==> config.mk <==
export PLATFORM = sky130hd
export DESIGN_NAME = ie_request_arbiter_flat
export DESIGN_NICKNAME = d
export VERILOG_FILES = /design/src/rtl/ie_request_arbiter_pkg.sv /design/src/rtl/ie_request_arbiter_if.sv /design/src/rtl/ie_request_arbiter_prio_enc.sv /design/src/rtl/ie_request_arbiter.sv /design/src/flat_wrapper.sv
export SDC_FILE = /design/constraint.sdc
export NUM_CORES = 1
export LEC_CHECK = 0
export ABC_AREA = 1
export CAP_MARGIN = 20
export CORE_ASPECT_RATIO = 0.9
export CORE_MARGIN = 2
export CORE_UTILIZATION = 45
export CTS_BUF_LIST = sky130_fd_sc_hd__clkbuf_8
export DETAILED_ROUTE_END_ITERATION = 6
export GPL_TIMING_DRIVEN = 0
export PLACE_DENSITY = 0.92
export RECOVER_POWER = 50
export SLEW_MARGIN = 10
export SYNTH_ARGS = -nofsm -noshare
export SYNTH_HDL_FRONTEND = slang
export SYNTH_SLANG_ARGS = --single-unit
==> constraint.sdc <==
create_clock -name clk -period 1.4 [get_ports clk]
set_clock_uncertainty 0.05 [all_clocks]
set_input_delay 0.21 -clock clk [delete_from_list [all_inputs] [get_ports clk]]
set_output_delay 0.21 -clock clk [all_outputs]
set_load 0.005 [all_outputs]
==> src/rtl/ie_request_arbiter_pkg.sv <==
// ie_pkg: shared IE type encodings and arbiter FSM state encoding
package ie_pkg;
    localparam logic [2:0] IE_TYPE_PROT = 3'b001;
    localparam logic [2:0] IE_TYPE_PF   = 3'b010;
    localparam logic [2:0] IE_TYPE_INT  = 3'b100;
    typedef enum logic [1:0] {IDLE, ISSUE, WAIT_ACK, SERVICE} ie_state_t;
endpackage

==> src/rtl/ie_request_arbiter_if.sv <==
// ie_request_arbiter_if: request/context inputs and IE handler outputs of the arbiter
interface ie_request_arbiter_if #(
    parameter int EIP_W    = 32,
    parameter int EFLAGS_W = 18,
    parameter int CS_W     = 16
);
    logic                prot_req;
    logic                pf_req;
    logic                int_req;
    logic                is_resteer;
    logic [EIP_W-1:0]    EIP_WB;
    logic [EFLAGS_W-1:0] EFLAGS_WB;
    logic [CS_W-1:0]     CS_WB;
    logic                servicing_IE;
    logic                IE_out;
    logic [2:0]          IE_type_out;
    logic [EIP_W-1:0]    EIP_out;
    logic [EFLAGS_W-1:0] EFLAGS_out;
    logic [CS_W-1:0]     CS_out;
    logic                int_ack;
    logic                ie_busy;
    logic                double_fault;
    modport slave (
        input  prot_req, pf_req, int_req, is_resteer, EIP_WB, EFLAGS_WB, CS_WB, servicing_IE,
        output IE_out, IE_type_out, EIP_out, EFLAGS_out, CS_out, int_ack, ie_busy, double_fault
    );
    modport master (
        output prot_req, pf_req, int_req, is_resteer, EIP_WB, EFLAGS_WB, CS_WB, servicing_IE,
        input  IE_out, IE_type_out, EIP_out, EFLAGS_out, CS_out, int_ack, ie_busy, double_fault
    );
endinterface

==> src/rtl/ie_request_arbiter_prio_enc.sv <==
// ie_prio_enc: fixed-priority one-hot grant, bit 0 (prot) highest, bit 2 (int) lowest
module ie_prio_enc (
    input  logic [2:0] req,
    output logic [2:0] grant,
    output logic       any
);
    // lowest set bit wins
    always_comb begin
        grant = req[0] ? 3'b001 : req[1] ? 3'b010 : req[2] ? 3'b100 : 3'b000;
        any   = |req;
    end
endmodule

==> src/rtl/ie_request_arbiter.sv <==
// ie_request_arbiter: prioritises prot/pf/int requests and sequences the IE handler; IE_STAT_EN adds per-type issue counters
module ie_request_arbiter
    import ie_pkg::*;
#(
    parameter int EIP_W    = 32,
    parameter int EFLAGS_W = 18,
    parameter int CS_W     = 16,
    parameter int IF_BIT   = 9
) (
    input  logic                 clk,
    input  logic                 reset,
    ie_request_arbiter_if.slave  bus
`ifdef IE_STAT_EN
    ,
    output logic [15:0]          prot_cnt,
    output logic [15:0]          pf_cnt,
    output logic [15:0]          int_cnt
);
`else
);
`endif
    ie_state_t           state;
    logic                prot_pend, pf_pend, int_el, any, issue_go, fault_req;
    logic [2:0]          grant, win;
    logic [EIP_W-1:0]    eip_q;
    logic [EFLAGS_W-1:0] eflags_q;
    logic [CS_W-1:0]     cs_q;
    assign int_el     = bus.int_req & bus.EFLAGS_WB[IF_BIT];
    assign fault_req  = bus.prot_req | bus.pf_req;
    assign issue_go   = (state == IDLE) & any & ~bus.is_resteer;
    assign bus.ie_busy    = state != IDLE;
    assign bus.EIP_out    = eip_q;
    assign bus.EFLAGS_out = eflags_q;
    assign bus.CS_out     = cs_q;
    ie_prio_enc u_enc (
        .req   ({int_el, pf_pend, prot_pend}),
        .grant (grant),
        .any   (any)
    );
    // handler sequencing FSM with registered one-cycle issue outputs
    always_ff @(posedge clk) begin
        if (reset) begin
            state           <= IDLE;
            win             <= 3'b000;
            bus.IE_out      <= 1'b0;
            bus.IE_type_out <= 3'b000;
            bus.int_ack     <= 1'b0;
        end else begin
            bus.IE_out      <= 1'b0;
            bus.IE_type_out <= 3'b000;
            bus.int_ack     <= 1'b0;
            case (state)
                IDLE: if (issue_go) begin
                    state           <= ISSUE;
                    win             <= grant;
                    bus.IE_out      <= 1'b1;
                    bus.IE_type_out <= grant;
                    bus.int_ack     <= grant == IE_TYPE_INT;
                end
                ISSUE:    state <= WAIT_ACK;
                WAIT_ACK: state <= bus.servicing_IE ? SERVICE : WAIT_ACK;
                SERVICE:  state <= bus.servicing_IE ? SERVICE : IDLE;
                default:  state <= IDLE;
            endcase
        end
    end
    // pending faults, captured context and sticky double-fault flag
    always_ff @(posedge clk) begin
        if (reset) begin
            prot_pend        <= 1'b0;
            pf_pend          <= 1'b0;
            eip_q            <= '0;
            eflags_q         <= '0;
            cs_q             <= '0;
            bus.double_fault <= 1'b0;
        end else begin
            prot_pend <= bus.prot_req | (prot_pend & ~((state == ISSUE) & (win == IE_TYPE_PROT)));
            pf_pend   <= bus.pf_req | (pf_pend & ~((state == ISSUE) & (win == IE_TYPE_PF)));
            if (fault_req || (issue_go && grant == IE_TYPE_INT)) begin
                eip_q    <= bus.EIP_WB;
                eflags_q <= bus.EFLAGS_WB;
                cs_q     <= bus.CS_WB;
            end
            if (fault_req && (state == WAIT_ACK || state == SERVICE))
                bus.double_fault <= 1'b1;
        end
    end
`ifdef IE_STAT_EN
    // saturating per-type issue counters
    always_ff @(posedge clk) begin
        if (reset) begin
            prot_cnt <= '0;
            pf_cnt   <= '0;
            int_cnt  <= '0;
        end else if (state == ISSUE) begin
            prot_cnt <= prot_cnt + 16'((win == IE_TYPE_PROT) && prot_cnt != 16'hFFFF);
            pf_cnt   <= pf_cnt + 16'((win == IE_TYPE_PF) && pf_cnt != 16'hFFFF);
            int_cnt  <= int_cnt + 16'((win == IE_TYPE_INT) && int_cnt != 16'hFFFF);
        end
    end
`endif
endmodule
==> src/flat_wrapper.sv <==
// flat-port wrapper written by rule: the top's interface ports become plain ports
module ie_request_arbiter_flat import ie_pkg::*;
#(
    parameter int EIP_W    = 32,
    parameter int EFLAGS_W = 18,
    parameter int CS_W     = 16,
    parameter int IF_BIT   = 9
)
  (clk, reset, bus_prot_req, bus_pf_req, bus_int_req, bus_is_resteer, bus_EIP_WB, bus_EFLAGS_WB, bus_CS_WB, bus_servicing_IE, bus_IE_out, bus_IE_type_out, bus_EIP_out, bus_EFLAGS_out, bus_CS_out, bus_int_ack, bus_ie_busy, bus_double_fault);
  ie_request_arbiter_if #(.EIP_W(EIP_W), .EFLAGS_W(EFLAGS_W), .CS_W(CS_W)) bus_i ();
  input  logic clk;
  input  logic reset;
  input wire logic [$bits(bus_i.prot_req)-1:0] bus_prot_req;
  input wire logic [$bits(bus_i.pf_req)-1:0] bus_pf_req;
  input wire logic [$bits(bus_i.int_req)-1:0] bus_int_req;
  input wire logic [$bits(bus_i.is_resteer)-1:0] bus_is_resteer;
  input wire logic [$bits(bus_i.EIP_WB)-1:0] bus_EIP_WB;
  input wire logic [$bits(bus_i.EFLAGS_WB)-1:0] bus_EFLAGS_WB;
  input wire logic [$bits(bus_i.CS_WB)-1:0] bus_CS_WB;
  input wire logic [$bits(bus_i.servicing_IE)-1:0] bus_servicing_IE;
  output wire logic [$bits(bus_i.IE_out)-1:0] bus_IE_out;
  output wire logic [$bits(bus_i.IE_type_out)-1:0] bus_IE_type_out;
  output wire logic [$bits(bus_i.EIP_out)-1:0] bus_EIP_out;
  output wire logic [$bits(bus_i.EFLAGS_out)-1:0] bus_EFLAGS_out;
  output wire logic [$bits(bus_i.CS_out)-1:0] bus_CS_out;
  output wire logic [$bits(bus_i.int_ack)-1:0] bus_int_ack;
  output wire logic [$bits(bus_i.ie_busy)-1:0] bus_ie_busy;
  output wire logic [$bits(bus_i.double_fault)-1:0] bus_double_fault;
  assign bus_i.prot_req = bus_prot_req;
  assign bus_i.pf_req = bus_pf_req;
  assign bus_i.int_req = bus_int_req;
  assign bus_i.is_resteer = bus_is_resteer;
  assign bus_i.EIP_WB = bus_EIP_WB;
  assign bus_i.EFLAGS_WB = bus_EFLAGS_WB;
  assign bus_i.CS_WB = bus_CS_WB;
  assign bus_i.servicing_IE = bus_servicing_IE;
  assign bus_IE_out = bus_i.IE_out;
  assign bus_IE_type_out = bus_i.IE_type_out;
  assign bus_EIP_out = bus_i.EIP_out;
  assign bus_EFLAGS_out = bus_i.EFLAGS_out;
  assign bus_CS_out = bus_i.CS_out;
  assign bus_int_ack = bus_i.int_ack;
  assign bus_ie_busy = bus_i.ie_busy;
  assign bus_double_fault = bus_i.double_fault;
  ie_request_arbiter #(.EIP_W(EIP_W), .EFLAGS_W(EFLAGS_W), .CS_W(CS_W), .IF_BIT(IF_BIT)) u_core (.clk(clk), .reset(reset), .bus(bus_i));
endmodule
== Yosys cells after proc, flatten, opt, wreduce, memory -nomap -nowiden ==
Index checks and enable logic that the tools add are counted.
Cells by class
  equal/unequal tests: 7
  multiplexer cells: 8
  bitwise gates (word level): 15
  reduce and logical (&&, ||, !) cells: 10
Operator list (number)
  3-bit 2-to-1 mux: 3
  2-bit case mux with 4 select lines: 1
  1-bit bitwise AND: 7
  3-bit OR reduction: 2
  1-bit NOT: 5
  2-bit == test, second input constant: 2
  2-bit 2-to-1 mux: 2
  3-bit by 1-bit == test with 1-bit output, second input constant: 1
  3-bit by 2-bit == test with 1-bit output, second input constant: 1
  3-bit == test, second input constant: 1
  1-bit bitwise OR: 3
  2-bit by 1-bit == test with 1-bit output, second input constant: 1
  1-bit logical AND: 2
  2-bit zero test: 1
  1-bit logical OR: 2
  1-bit 2-to-1 mux: 2
  2-bit by 1-bit inequality test with 1-bit output, second input constant: 1
  2-bit AND reduction: 1
  2-bit nonzero test: 1
  2-bit OR reduction: 1
Storage, ports and cells
  register bits: 79
  input bits: 73
  output and inout port bits: 73
  word-level logic and storage cells: 51

== Depth between registers and ports, before layout ==
  depth in word-level cells: 7
  gate-level depth with buffers: 8
  gate-level depth less buffers: 7

== Cells and area by module ==
From an unflattened synthesis, not the netlist that was laid out.
Unflattened totals
  cells, all modules: 499
  area total of the unflattened synthesis: 3437.0 sq um
By module, submodules not included
  ie_request_arbiter: times used 1, cells an instance 491, area each 3398.3 sq um, sequential area each 1581.5 sq um
  ie_prio_enc: times used 1, cells an instance 8, area each 38.8 sq um, sequential area each 0.0 sq um

== Worst setup path after synthesis ==
No wires, ideal clock.
  path type: reg2reg
  start point: register u_core.state[1]
  end point: register u_core.cs_q[11], in the netlist u_core.bus.CS_out[11]
  library setup time: 0.113 ns
  arrival: 1.057 ns
  required time: 1.237 ns
  setup slack: 0.180 ns
  stages on the path, launching flop included: 9
  path buffers: 2
  clock period less this slack: 1.220 ns
  cell sequence: dfxtp_1 -> inv_2 -> nand2_4 -> nor2_8 -> nand2_4 -> buf_6 -> buf_6 -> a21oi_2 -> nor2_1
Between the ends
  word-level cells in the longest chain between the ends: 5
RTL lines
  start, declared: line ie_request_arbiter.sv:22  | ie_state_t state;
  start signal, assigned: line ie_request_arbiter.sv:61  | WAIT_ACK: state <= bus.servicing_IE ? SERVICE : WAIT_ACK;
  start signal, assigned: line ie_request_arbiter.sv:62  | SERVICE: state <= bus.servicing_IE ? SERVICE : IDLE;
  2-bit zero test: line ie_request_arbiter.sv:30  | assign issue_go = (state == IDLE) & any & ~bus.is_resteer;
  1-bit bitwise AND (2 in series): line ie_request_arbiter.sv:30
  1-bit logical AND: line ie_request_arbiter.sv:79  | if (fault_req || (issue_go && grant == IE_TYPE_INT)) begin
  1-bit logical OR: line ie_request_arbiter.sv:79
  end signal, assigned: line ie_request_arbiter.sv:82  | cs_q <= bus.CS_WB;
  end, declared: line ie_request_arbiter.sv:27  | logic [CS_W-1:0] cs_q;
Every way passes these cells.
A chain may end at the register's enable or synchronous reset.

== Worst setup path after layout ==
  start point: register u_core.prot_pend
  end point: register u_core.eip_q[10], in the netlist u_core.bus.EIP_out[10]
Between the ends
  word-level cells in the longest chain between the ends: 5
  elaborated cells on any way between the ends: 7
  classes of those cells: eq/ne (1); mux (1); bitwise (2); reduce/logical (3)
RTL lines
  start, declared: line ie_request_arbiter.sv:23  | logic prot_pend, pf_pend, int_el, any, issue_go, fault_req;
  start signal, assigned: line ie_request_arbiter.sv:77  | prot_pend <= bus.prot_req | (prot_pend & ~((state == ISSUE) & (win == IE_TYPE_PROT)));
  3-bit OR reduction: line ie_request_arbiter_prio_enc.sv:10  | any = |req;
  1-bit bitwise AND (2 in series): line ie_request_arbiter.sv:30
  1-bit logical AND (*): line ie_request_arbiter.sv:79
  1-bit logical OR (*): line ie_request_arbiter.sv:79
  end signal, assigned: line ie_request_arbiter.sv:80  | eip_q <= bus.EIP_WB;
  end, declared: line ie_request_arbiter.sv:25  | logic [EIP_W-1:0] eip_q;
Every way passes the cells marked *; elsewhere a longest branch is shown, timed or not.

==> results <==
## routing by layer
metal,part of all wire (%),track usage (%)
met3,6.2,6.18
met2,51,41.5
met4,1.9,9.09
met1,41,26.4
met5,0,0
## power by group
| group | switching (mW) | total (mW) | internal (mW) |
|---|---|---|---|
| logic | 0.535 | 1.12 | 0.586 |
| registers | 0.0858 | 2.51 | 2.42 |
| clock network | 0.837 | 1.65 | 0.811 |
## what timing repair did
item | CTS | global route
cloned | 0 | 3
resized for setup | 113 | 28
buffers inserted | 0 | 7
pin swaps | 1 | 8
endpoints found under the setup margin | 140 | 58
## cell families after synthesis
kind of cell / count (synthesis) / share of synthesized area, %
flops: 79 / 43.8
compound gates: 72 / 15.0
buf+inv: 112 / 14.2
simple gates: 227 / 27.1
## final cells by class
type,instances,share of cell area (%)
plain buffers,36,4.88
inverters,76,5.15
flip-flops and latches,79,29.3
clock buffers,9,2.24
clock inverters,7,1.20
repair buffers,153,26.3
multi-input cells,300,28.8
well taps,96,2.17
## placed cells by master (no fill, tap or decap)
master | netlist | final
nand4_1 | 1 | 1
clkbuf_16 | 0 | 2
a21oi_2 | 47 | 42
clkbuf_2 | 0 | 5
nand3_2 | 0 | 1
nand2_2 | 0 | 3
dlygate4sd2_1 | 0 | 72
nand3_1 | 71 | 70
clkinv_4 | 0 | 1
a31oi_1 | 1 | 1
clkbuf_1 | 10 | 6
nand2_8 | 0 | 1
buf_4 | 6 | 15
dfxtp_2 | 0 | 33
clkdlybuf4s50_1 | 0 | 71
clkinv_1 | 1 | 1
clkdlybuf4s15_1 | 0 | 1
nand2_1 | 74 | 72
nor2_4 | 0 | 2
dfxtp_1 | 79 | 46
buf_8 | 0 | 2
inv_1 | 71 | 73
nand2_4 | 2 | 1
o31ai_1 | 1 | 1
o21ai_0 | 1 | 1
inv_2 | 4 | 4
nor2_1 | 76 | 76
a21oi_4 | 0 | 5
buf_2 | 13 | 8
bufinv_16 | 0 | 1
buf_6 | 7 | 5
buf_12 | 0 | 2
clkinvlp_4 | 0 | 2
nor2_8 | 1 | 1
a21oi_1 | 22 | 22
clkbuf_8 | 0 | 9
clkinv_2 | 0 | 1
## path summary, 6_finish.rpt
check | from | to | slack, ns
setup / recovery | u_core.prot_pend$_SDFF_PP0_ | u_core.bus.EIP_out[10]$_SDFFE_PP0P_ | -0.03
hold / removal | reset | u_core.prot_pend$_SDFF_PP0_ | 0.08
setup reg to reg | u_core.prot_pend$_SDFF_PP0_ | u_core.bus.EIP_out[10]$_SDFFE_PP0P_ | -0.03
hold reg to reg | u_core.state[1]$_SDFFE_PP0P_ | u_core.state[1]$_SDFFE_PP0P_ | 0.40
## state kept, by name, indices dropped and copies added, names as in the netlist
| signal | count |
|---|---|
| u_core.prot_pend | 1 |
| u_core.bus.IE_out | 1 |
| u_core.bus.int_ack | 1 |
| u_core.bus.EFLAGS_out | 18 |
| u_core.win | 3 |
| u_core.bus.IE_type_out | 3 |
| u_core.state | 2 |
| u_core.bus.EIP_out | 32 |
| u_core.pf_pend | 1 |
| u_core.bus.double_fault | 1 |
| u_core.bus.CS_out | 16 |
## worst register-to-register path, stage by stage (launching register included)
cell     delay [ns]
dfxtp_2        0.34
inv_2          0.07
nand2_2        0.07
nor2_4         0.19
nand2_8        0.10
buf_12         0.16
buf_8          0.15
a21oi_4        0.13
nor2_1         0.06
## cell usage after synthesis
library cell	n	area share [%]
inv_1	71	7.4
inv_2	4	0.42
nand3_1	71	9.8
nand2_1	74	7.7
buf_2	13	1.8
a31oi_1	1	0.17
o31ai_1	1	0.21
nand4_1	1	0.17
buf_4	6	1.2
nor2_8	1	0.55
buf_6	7	2.2
dfxtp_1	79	44
a21oi_2	47	11
nand2_4	2	0.62
clkinv_1	1	0.10
nor2_2	2	0.35
o21ai_0	1	0.14
clkbuf_1	10	1.0
nor2_1	76	7.9
a21oi_1	22	3.0
==> reports/results.tsv <==
stage	metric	value	unit
detailed_routing	drtIter0Drc	156	
setup_path	path_delay_family	simple AND/OR/NAND/NOR gates	
setup_path	slowest_stage	dfxtp_2	
synth	avgSynthCellArea	7.37	um^2
sta	final-hold-violation-count	0	
power_and_ir_drop	p_leak	2.64	nW
detailed_routing	ant_nets	0	
grt	overflow	0	
setup_path	rr_worst_depth	8	
placement	place_ws	-0.584	ns
sta	finalCritPeriodShare	102	%
synth	synth_seq_cells	79	
placement	place_congestion	0.778	
sta	fin_ws	-0.0261	ns
clocking	cts_tree	built	
power_and_ir_drop	ir_drop	560	uV
clocking	max-clock-path-buffers	2	
run	drv_cap	0	
grt	grt_pass1_wl	16100	um
detailed_routing	wl_per_cell	14.3	um
grt	grt_pass1_vias	3481	
clocking	cts_sinks	79	
final_layout	drive_above_1_share	22.1	%
detailed_routing	drc_errors	0	
final_layout	multiInputGateArea	0.00159	mm^2
setup_path	critPathBufInv	3	
placement	placedCellCount	730	
clocking	cts.htree.levels	3	
setup_path	crit_fanout	10	
detailed_routing	totalWireLength	10800	um
sta	relSlewSlack	66.0	%
final_layout	final_area	0.00554	mm^2
floorplanning	die_y	89.0	um
detailed_routing	vias	3704	
synth	yosys_warnings	0	
sta	setup_viol	16	
setup_path	crit_type	register to register	
setup_path	end_kind	register	
grt	grt_max_degree	14	
outcome	status	finished, violations left	
synth	synthCells	490	
power_and_ir_drop	powerDensity	953	mW/mm^2
sta	tns	-0.131	ns
setup_path	path_cells	inv_2 -> nand2_2 -> nor2_4 -> nand2_8 -> buf_12 -> buf_8 -> a21oi_4 -> nor2_1	
final_layout	nets	728	
final_layout	stdcell_count	756	
floorplanning	std_cell_rows	30	
synth	synth_nets	563	
final_layout	regArea	0.00162	mm^2
outcome	violations	setup timing	
min_path	hold_depth	2	
floorplanning	initial_core_util	47.2	%
placement	dpl_cell_area	0.00517	mm^2
grt	gr-usage-all-layers	23.0	%
detailed_routing	drt_first_pass_iters	4	
final_layout	fillers	623	
floorplanning	num_io_pins	146	
power_and_ir_drop	p_total	5.28	mW
floorplanning	dieWidth	98.5	um
clocking	clk_latency	0.35	ns
setup_path	cp-start-kind	register	
detailed_routing	avgViaCountPerCell	4.90	
setup_path	critPathRequiredTime	1.60	ns
floorplanning	dieArea	0.00876	mm^2
placement	post-dp-hpwl	7650	um
setup_path	crit_cells	8	
sta	period_needed	1.43	ns
sta	finalMaxSlewViolations	0	
setup_path	max_stage_delay	0.34	ns
synth	yosys.cell_types.count	20	
floorplanning	core_region_area	0.00766	mm^2
clocking	clkTransAtPathRegs	0.08	ns
final_layout	area_growth	53.3	%
sta	fmax	701	MHz
synth	synth_area	0.00361	mm^2
placement	io_buffer_count	144	
sta	rsz0062_at_grt	yes	
clocking	cts_hold_buffers	0	
setup_path	cp.arrival	1.62	ns
min_path	hold_class	input pin to register	
grt	grt_antenna_before_repair	0	
synth	synth-seq-area-share	43.8	%
final_layout	num_antenna_cells	0	
sta	worstMarginPinSlew	0.511	ns
final_layout	final_util	72.3	%
sta	whs	0.0795	ns
clocking	clockRootBuffer	clkbuf_8	
clocking	cts_made_buffers	9	
No activity file was read; power rests on OpenSTA's default activity.
